==> config.mk <==
export PLATFORM = sky130hd
export DESIGN_NAME = move_buffer_writer
export DESIGN_NICKNAME = d
export VERILOG_FILES = /design/src/rtl/move_buffer_writer.sv
export SDC_FILE = /design/constraint.sdc
export NUM_CORES = 1
export LEC_CHECK = 0
export CORE_MARGIN = 10
export CORE_UTILIZATION = 45
export CTS_BUF_LIST = sky130_fd_sc_hd__clkbuf_4
export DETAILED_ROUTE_END_ITERATION = 8
export GPL_ROUTABILITY_DRIVEN = 1
export PLACE_DENSITY = 0.73
export SYNTH_ARGS = -nofsm -noshare
export SYNTH_HDL_FRONTEND = slang
export SYNTH_SLANG_ARGS = --single-unit
==> constraint.sdc <==
create_clock -name CLK -period 22.9 [get_ports CLK]
set_input_delay 4.58 -clock CLK [delete_from_list [all_inputs] [get_ports CLK]]
set_output_delay 4.58 -clock CLK [all_outputs]
set_load 0.005 [all_outputs]
==> src/rtl/move_buffer_writer.sv <==
// Producer side of the toggle-latch move buffer: stores move commands in a slot ring
// and publishes each slot to the DDA timer by toggling its stepready bit.
module move_buffer_writer #(
    parameter int DEPTH    = 4,
    parameter int IDX_BITS = 2
) (
    input  logic                CLK,
    input  logic                reset,
    input  logic                halt,
    input  logic                cmd_valid,
    output logic                cmd_ready,
    input  logic [63:0]         cmd_duration,
    input  logic [63:0]         cmd_increment,
    input  logic [63:0]         cmd_incrementincrement,
    output logic [DEPTH-1:0]    stepready,
    input  logic [DEPTH-1:0]    stepfinished,
    output logic [IDX_BITS-1:0] writemoveind,
    input  logic [IDX_BITS-1:0] moveind,
    output logic [63:0]         move_duration,
    output logic [63:0]         increment,
    output logic [63:0]         incrementincrement,
    output logic                buffer_full,
    output logic                buffer_empty,
    output logic [31:0]         move_count
);

    typedef enum logic {ACCEPT, COMMIT} state_t;

    state_t state, next_state;

    logic [63:0] slot_duration [DEPTH];
    logic [63:0] slot_increment [DEPTH];
    logic [63:0] slot_incinc [DEPTH];

    logic [DEPTH-1:0] occ;
    logic             accept;
    logic             commit;

    assign occ          = stepready ^ stepfinished;
    assign buffer_full  = occ[writemoveind];
    assign buffer_empty = ~|occ;
    assign accept       = (state == ACCEPT) && cmd_valid && cmd_ready;
    assign commit       = (state == COMMIT) && halt;

    always_ff @(posedge CLK) begin
        if (reset) state <= ACCEPT;
        else       state <= next_state;
    end

    always_comb begin
        next_state = state;
        case (state)
            ACCEPT: if (cmd_valid && cmd_ready) next_state = COMMIT;
            COMMIT: next_state = ACCEPT;
            default: next_state = ACCEPT;
        endcase
    end

    always_comb begin
        cmd_ready = 1'b0;
        case (state)
            ACCEPT:  cmd_ready = halt && !buffer_full;
            default: cmd_ready = 1'b0;
        endcase
    end

    // Slot data lands one cycle before its stepready toggle, so the timer never sees unstable data.
    always_ff @(posedge CLK) begin
        if (accept) begin
            slot_duration[writemoveind]  <= cmd_duration;
            slot_increment[writemoveind] <= cmd_increment;
            slot_incinc[writemoveind]    <= cmd_incrementincrement;
        end
    end

    always_ff @(posedge CLK) begin
        if (reset) begin
            stepready    <= '0;
            writemoveind <= '0;
            move_count   <= '0;
        end else if (commit) begin
            stepready[writemoveind] <= ~stepready[writemoveind];
            writemoveind            <= writemoveind + IDX_BITS'(1);
            move_count              <= move_count + 32'd1;
        end
    end

    assign move_duration      = slot_duration[moveind];
    assign increment          = slot_increment[moveind];
    assign incrementincrement = slot_incinc[moveind];

endmodule
==> Word level (Yosys, flattened, before mapping) <==
Memory sizes are Yosys's and may differ from the RTL's.
Index checks and enable logic that the tools add are counted.
{ "word_totals": {"reg_bits": 39, "mem_bits_rw": 768, "inputBits": 202, "output_inout_bits": 233, "word_cells": 35, "mem_count": 3} }
{ "classes": {"n_addsub": 2, "magnitude_cmp": 2, "mux": 12, "n_bitwise": 3, "n_reduce_logical": 9} }
{ "memory_table": {"columns": ["name", "depth", "width", "rd", "rd_clocked_by_memory_dff", "wr", "line_no", "source"], "rows": [
  ["slot_duration", 4, 64, 1, 0, 1, "31", "logic [63:0] slot_duration [DEPTH];"],
  ["slot_incinc", 4, 64, 1, 0, 1, "33", "logic [63:0] slot_incinc [DEPTH];"],
  ["slot_increment", 4, 64, 1, 0, 1, "32", "logic [63:0] slot_increment [DEPTH];"]
]} }
{ "op_table": {"columns": ["operator", "n"], "rows": [
  ["$add 32x1->32 const B", 1],
  ["$mux 1", 7],
  ["$logic_and 1x1->1", 6],
  ["$bmux 1 s2", 2],
  ["$bwmux 4", 1],
  ["$reduce_or 4->1", 1],
  ["$xor 4x4->4", 1],
  ["$lt 2x3->1 const B", 1],
  ["$add 2x1->2 const B", 1],
  ["$demux 1 s2", 1],
  ["$ge 2x1->1 const B", 1],
  ["$logic_not 1->1", 2],
  ["$not 1->1", 2],
  ["$pmux 1 s2", 1]
]} }

==> Depth between registers and ports, before layout <==
{ "logic_depth": {"word_depth": 9, "mapped_depth": 7, "depth_no_buf": 5} }

==> Worst setup path after synthesis <==
No wires, ideal clock.
{ "synth_timing": {"kind": "input to register", "start": "input stepfinished[2]", "end": "memory slot_duration[3][0], enable pin", "arrival_ps": 10166, "required_time_ps": 22322, "setup_slack_ps": 12156, "cell_stages": 4, "path_buffers": 0, "path_cell_list": "xor2_1 -> mux4_2 -> nor3b_1 -> and3_1"} }
{ "synth_via": {"elab_chain_len": 9} }
{ "synth_lines": {"columns": ["element", "line_no", "source"], "rows": [
  ["start: declaration", "16", "input logic [DEPTH-1:0] stepfinished,"],
  ["$xor 4x4->4", "39", "assign occ = stepready ^ stepfinished;"],
  ["$bmux 1 s2", "40", "assign buffer_full = occ[writemoveind];"],
  ["$mux 1 (implied by the code)", "40", null],
  ["named net buffer_full", "22", "output logic buffer_full,"],
  ["$logic_not 1->1", "62", "ACCEPT: cmd_ready = halt && !buffer_full;"],
  ["$logic_and 1x1->1", "62", null],
  ["$mux 1", "61", "case (state)"],
  ["named net cmd_ready", "11", "output logic cmd_ready,"],
  ["$logic_and 1x1->1", "42", "assign accept = (state == ACCEPT) && cmd_valid && cmd_ready;"],
  ["$mux 1", "69", "if (accept) begin"],
  ["$mux 1 (implied by the code)", "70", "slot_duration[writemoveind] <= cmd_duration;"],
  ["end: declaration", "31", null]
]} }
The timed path passes the listed nets, and every way through them passes these cells. The select of a mux whose other input is x is not followed.

==> Worst setup path in the final report <==
{ "layout_timing": {"start": "input moveind[0]", "end": "output move_duration[7]"} }
{ "layout_via": {"elab_chain_len": 1} }
{ "layout_lines": {"columns": ["element", "line_no", "source"], "rows": [
  ["start: declaration", "18", "input logic [IDX_BITS-1:0] moveind,"],
  ["$mem_v2 4x64", null, null],
  ["end: declaration", "19", "output logic [63:0] move_duration,"]
]} }
No other way between the ends.

==> results.toml <==
[timing]
finalCritPeriodShare_pct = 52.5
finalSetupViolations = 0
final_hold_viol_count = 0
drv_slew = 0
clock_skew_ns = 0.0591
worst_slew_pin_slew_ns = 1.02
maxSlewHeadroom_pct = 32.0
rsz0062_at_grt = "false"
finalSetupTns_ns = 0
fmax_mhz = 83.2
fin_crit_ns = 12.02

[worst_setup_path]
critPathTopFamily = "buffers and inverters"
required_ns = 18.32
path_buf_inv = 3
reg2regPathDepth = 6
worstSetupStartpointType = "input pin"
critPathCaptureType = "primary output"
reg2reg_from = "writemoveind[0]$_SDFFE_PP0P_"
r2r_slack_ns = 18.58
crit_type = "in2out"
critPathMaxFanout = 79
cpMaxStageDelayCell = "buf_4"
arrival_ns = 7.44
cp-endpoint = "move_duration[7]"
critical_path_cell_count = 4
crit_chain = "buf_8 > buf_4 > mux4_2 > clkdlybuf4s50_1"
slowest_delay_ns = 0.91
critPathLaunch = "moveind[0]"
timing.rr.end = "slot_duration[1][45]$_DFFE_PP_"

[synth]
synth_top_area_cell = "edfxtp_1"
yosysUniqueCellTypes = 36
ys_warn_count = 0
mappedNetlistNets = 1427
synthTopCellsByArea = "edfxtp_1 78%, mux4_2 15%, dfxtp_1 2.6%"
ys_seq_area_share_pct = 80.9
ys_seq_elements = 807
yosys.area.top_type_share_pct = 78.2
syn_inst = 1220
syn_area_um2 = 29500
syn_avg_cell_area_um2 = 24.2

[drt]
ant_nets = 0
drt_wl_total_um = 66000
drc_errors = 0
vias = 14800
wl_per_cell_um = 23.4
viasPerCell = 5.25
first_pass_iters = 7
drtIter0Drc = 1028

[clocking]
clock_latency_ns = 0.99
cts_sinks = 807
ctsHoldBuffers = 0
cts_root_buf = "clkbuf_4"
clk_pin_slew_ns = 0.06
tritoncts = "yes"
h-tree-depth = 4
postCtsSetupBuffers = 0
cts_resized = 0
ctsLongestPathBuffers = 3
cts_buffers = 196

[run_status]
status = "finished clean"

[floorplanning]
core-area_um2 = 64700
fp.dieW_um = 276
ios = 435
dieArea_um2 = 76200
fp.dieH_um = 276
rows = 93
initial_utilization_pct = 45.6

[placement]
dp_hpwl_um = 41300
port_buffers = 434
gp_congestion = 0.801

[final_layout]
final_common_cell = "edfxtp_1"
final_cell_mix = "768 x edfxtp_1, 432 x clkdlybuf4s50_1, 289 x clkbuf_4, 194 x mux4_2, 39 x dfxtp_1"
syn_to_final_growth_pct = 26.6
nets = 2023
drive_above_1_share_pct = 27.0
final_core_util_pct = 57.7

[grt]
grt_first_pass_wirelength_um = 98300
grt_antenna_before_repair = 14
grtUsageTotal_pct = 17.3
grt_max_degree = 80
grt_overflow_total = 0
grt_pass1_vias = 15800

[pwr]
p_leak_nw = 12.0
total_power_mw = 2.95
cellPowerDensity_nw_per_um2 = 79.1
vdd_drop_max_mv = 0.0394

[hold_path]
holdCritPathClass = "reg2reg"

[run]
max_cap_violations = 0
## report_power, final
group	switching (mW)	internal, mW	leakage [nW]
Combinational	0.0706	0.0989	3.24
Clock	0.542	0.611	1.49
Sequential	0.00310	1.63	7.25
Total	0.615	2.34	12.0
## per-layer routing
| metal | up-vias | GRT usage [%] | share of wire, % |
|---|---|---|---|
| li1 | 6577 | - | - |
| met5 | - | 0 | 0.11 |
| met3 | 91 | 8.70 | 11 |
| met4 | 12 | 5.29 | 1.4 |
| met1 | 7586 | 20.7 | 38 |
| met2 | 574 | 27.3 | 50 |
## cells by family after synthesis
kind of cell | after synthesis | synth area share, %
DFF | 807 | 80.9
muxes | 195 | 14.9
and+or+nand+nor | 87 | 1.69
buffers and inverters | 63 | 0.955
AOI/OAI and AO/OA | 46 | 0.912
xor gates and xnor gates | 17 | 0.505
adders and majority gates | 5 | 0.212
## flip-flops by register name, summed over array words and instances (netlist names)
register / flops
slot_increment: 256
slot_duration: 256
state: 1
slot_incinc: 256
writemoveind: 2
stepready: 4
move_count: 32
## cell usage after synthesis
master,instances
edfxtp_1,768
mux4_2,194
dfxtp_1,39
a21oi_1,24
clkbuf_1,24
buf_2,21
nor2_1,16
nand2_1,15
or4_1,12
xnor2_1,10
inv_1,9
o21ai_0,9
or3_1,9
nand4_1,8
o31ai_1,8
xor2_1,7
nand3_1,6
buf_1,5
ha_1,5
a311oi_1,4
and3_1,4
nor3_1,4
nor4_1,4
and4_1,2
nor3b_1,2
and2_1,1
and3b_1,1
buf_4,1
buf_6,1
clkbuf_2,1
dlygate4sd3_1,1
mux2_2,1
nand4_4,1
nor2b_1,1
o41ai_1,1
or4b_1,1
## tightest hold or removal path: cells and delay by family, from the launching register on
kind | cells | cell delay [ns]
flip-flops | 1 | 0.34
AO/OA/AOI/OAI | 2 | 0.12
## metrics by stage
stage / cells / cell area, um^2 / hold slack, ns / setup slack, ns
2_1_floorplan: 1220 / 29500 / 0.475 / 12.16
3_3_place_gp: 2473 / 34800 / 0.478 / 10.81
3_5_place_dp: 2473 / 34800 / 0.496 / 10.80
4_1_cts: 2814 / 37300 / 0.504 / 10.80
5_1_grt: 2818 / 37300 / 0.516 / 10.57
6_report: 2824 / 37300 / 0.503 / 10.88
## final cells by class
cell class	count	area, um^2
antenna	10	25.0
clock buffer	289	2170
clock inverter	52	328
fill	4802	27400
inverter	9	33.8
multi-input combinational	350	5380
sequential	807	23800
tap	855	1070
timing repair buffer	452	4490
## worst min path at each step
stage                                            from                          end  cells after the start
after floorplan           move_count[24]$_SDFFE_PP0P_  move_count[24]$_SDFFE_PP0P_                      2
after global placement    move_count[22]$_SDFFE_PP0P_  move_count[22]$_SDFFE_PP0P_                      2
after detailed placement  move_count[22]$_SDFFE_PP0P_  move_count[22]$_SDFFE_PP0P_                      2
after CTS                 move_count[24]$_SDFFE_PP0P_  move_count[24]$_SDFFE_PP0P_                      2
after global routing      move_count[24]$_SDFFE_PP0P_  move_count[24]$_SDFFE_PP0P_                      2
final                     move_count[24]$_SDFFE_PP0P_  move_count[24]$_SDFFE_PP0P_                      2
Power figures use the tool's default switching activity.
==> edit (same flow settings) <==
`IDX_BITS`: 2 -> 4.
--- a/src/rtl/move_buffer_writer.sv
+++ b/src/rtl/move_buffer_writer.sv
@@ -2,7 +2,7 @@
 // and publishes each slot to the DDA timer by toggling its stepready bit.
 module move_buffer_writer #(
     parameter int DEPTH    = 4,
-    parameter int IDX_BITS = 2
+    parameter int IDX_BITS = 4
 ) (
     input  logic                CLK,
     input  logic                reset,
Interface: changed (resized moveind and writemoveind); port bits go from 435 to 439. The function was not compared with the original's and may differ.
==> edit against the unedited design <==
  * Count of clock-buffer cells in the layout fell by 4
  * Die area rose by 0.30%
  * Worst setup slack got worse by 0.58 ns
  * First-iteration DRC count fell by 19%
  * Routed wire length fell by 1.0%
  * Register-to-register slack got worse by 0.18 ns
  * Highest routed layer unchanged
  * Final cell count rose by 0.67%
  * Area after synthesis rose by 0.33%
  * Cell area rose by 0.37%
  * Clock power barely moved
  * Power barely moved
  * Sequential cell count rose by 2
  * Utilization rose by 0.11 points
==> edit: results (changes against the unedited design) <==
finalNonFillerCells: 2843  # was 2,824
first_pass_iters: 4  # was 7
grt_antenna_before_repair: 23  # was 14
yosys-top-cells-area: "edfxtp_1 (78%), mux4_2 (15%), dfxtp_1 (2.8%), a21oi_1 (0.46%), or4_1 (0.36%)"  # was edfxtp_1 (78%), mux4_2 (15%), dfxtp_1 (2.6%), a21oi_1 (0.41%), buf_2 (0.36%)
dp_hpwl_mm: 40.7  # was 41.3 mm
mean_instance_size_in_the_synthesized_netlist_sq_um: 24.0  # was 24.2 sq um
grtUsageMet3_pct: 7.00  # was 8.70%
layout.nets: 2040  # was 2,023
grt.met1_usage_pct: 20.0  # was 20.7%
drt_iter0_markers: 836  # was 1,028
num_cts_buffers: 197  # was 196
run_status: "finished clean"  # unchanged
detailed_place.area_sq_mm: 0.0349  # was 0.0348 sq mm
synth_nets: 1444  # was 1,427
global_route.usage.met2_pct: 26.9  # was 27.3%
worstSetupEndpoint: "increment[50]"  # was move_duration[7]
power_leakage_uw: 0.0120  # about the same
grt_pass1_vias: 15900  # was 15,800
ys_top_cells_by_count: "edfxtp_1 (768), mux4_2 (194), dfxtp_1 (41)"  # was edfxtp_1 (768), mux4_2 (194), dfxtp_1 (39)
grt_pass1_wl_mm: 98.2  # was 98.3 mm
slew-limit-headroom_pct: 29.7  # was 32.0%
ir_worst_vdd_mv: 0.0466  # was 0.0394 mV
post-place-cells: 2487  # was 2,473
post_route_cells_drive_above_1_share_pct: 26.3  # was 27.0%
arrival_ns: 8.02  # was 7.44 ns
largest_fanout_on_the_critical_path: 69  # was 79
synth_seq_area_share_pct: 80.7  # was 80.9%
grt_usage_pct: 16.9  # was 17.3%
synth_cell_type_count: 34  # was 36
-- edit: cell types whose count changed after synthesis, sizes merged, moves of 2 or more --
cell    before  now
xor2         7    9
and3         4    9
nor2        16   13
clkbuf      25   19
and4         2    4
or4         12   14
inv          9    6
a21oi       24   27
o31ai        8   12
xnor2       10    6
buf         28   38
dfxtp       39   41
nand3        6   11
-- edit: kinds of logic after synthesis --
| family | Yosys count | synth area share [%] |
|---|---|---|
| flip-flops | 809 | 80.7 |
| AO/OA/AOI/OAI | 53 | 1.08 |
| XOR/XNOR | 15 | 0.444 |
| multiplexers | 195 | 14.8 |
| adder cells (fa/ha/maj) | 5 | 0.211 |
| buffers and inverters | 63 | 0.884 |
| AND/OR/NAND/NOR | 95 | 1.83 |
-- edit: final cells by class --
type	instances	area, sq um	share of cell area [%]
Timing Repair Buffer	454	4510	12.0
Inverter	6	22.5	0.0601
Clock inverter	61	370	0.988
Clock buffer	285	2140	5.71
Tap cell	855	1070	2.85
Antenna cell	10	25.0	0.0668
Sequential cell	809	23900	63.7
Multi-Input combinational cell	363	5460	14.6
-- edit: worst max-delay path: stages --
cell and delay (ns):
buf_8 0.59, buf_4 0.84, buf_4 0.72, mux4_2 0.58, clkdlybuf4s50_1 0.59
-- edit: worst min path at each step --
stage              startpoint              to  slack [ns]  depth (start not counted)
6_report       move_count[24]  move_count[24]        0.51                          2
5_1_grt        move_count[24]  move_count[24]        0.53                          2
4_1_cts        move_count[24]  move_count[24]        0.50                          2
3_5_place_dp   move_count[24]  move_count[24]        0.49                          2
3_3_place_gp   move_count[28]  move_count[28]        0.48                          2
2_1_floorplan  move_count[24]  move_count[24]        0.48                          2
-- edit: power by group --
group          internal [uW]  leakage, uW  switching, uW  total (uW)
logic                   98.9      0.00330           70.2         169
clock network            607      0.00148            544        1150
registers               1630      0.00727           3.13        1640
total                   2340       0.0120            617        2960
-- edit: metal layers --
| layer | up-vias | wire [microns] |
|---|---|---|
| li1 | 6654 | - |
| met5 | - | 160 |
| met4 | 26 | 1260 |
| met1 | 7739 | 25000 |
| met2 | 558 | 33000 |
| met3 | 97 | 5850 |
-- edit: metrics by stage --
step,worst slack [ns],total power (uW)
6_report,10.30,2960
5_1_grt,9.91,3090
4_1_cts,10.11,3000
3_5_place_dp,10.11,1840
3_3_place_gp,10.08,1840
2_1_floorplan,12.16,1730
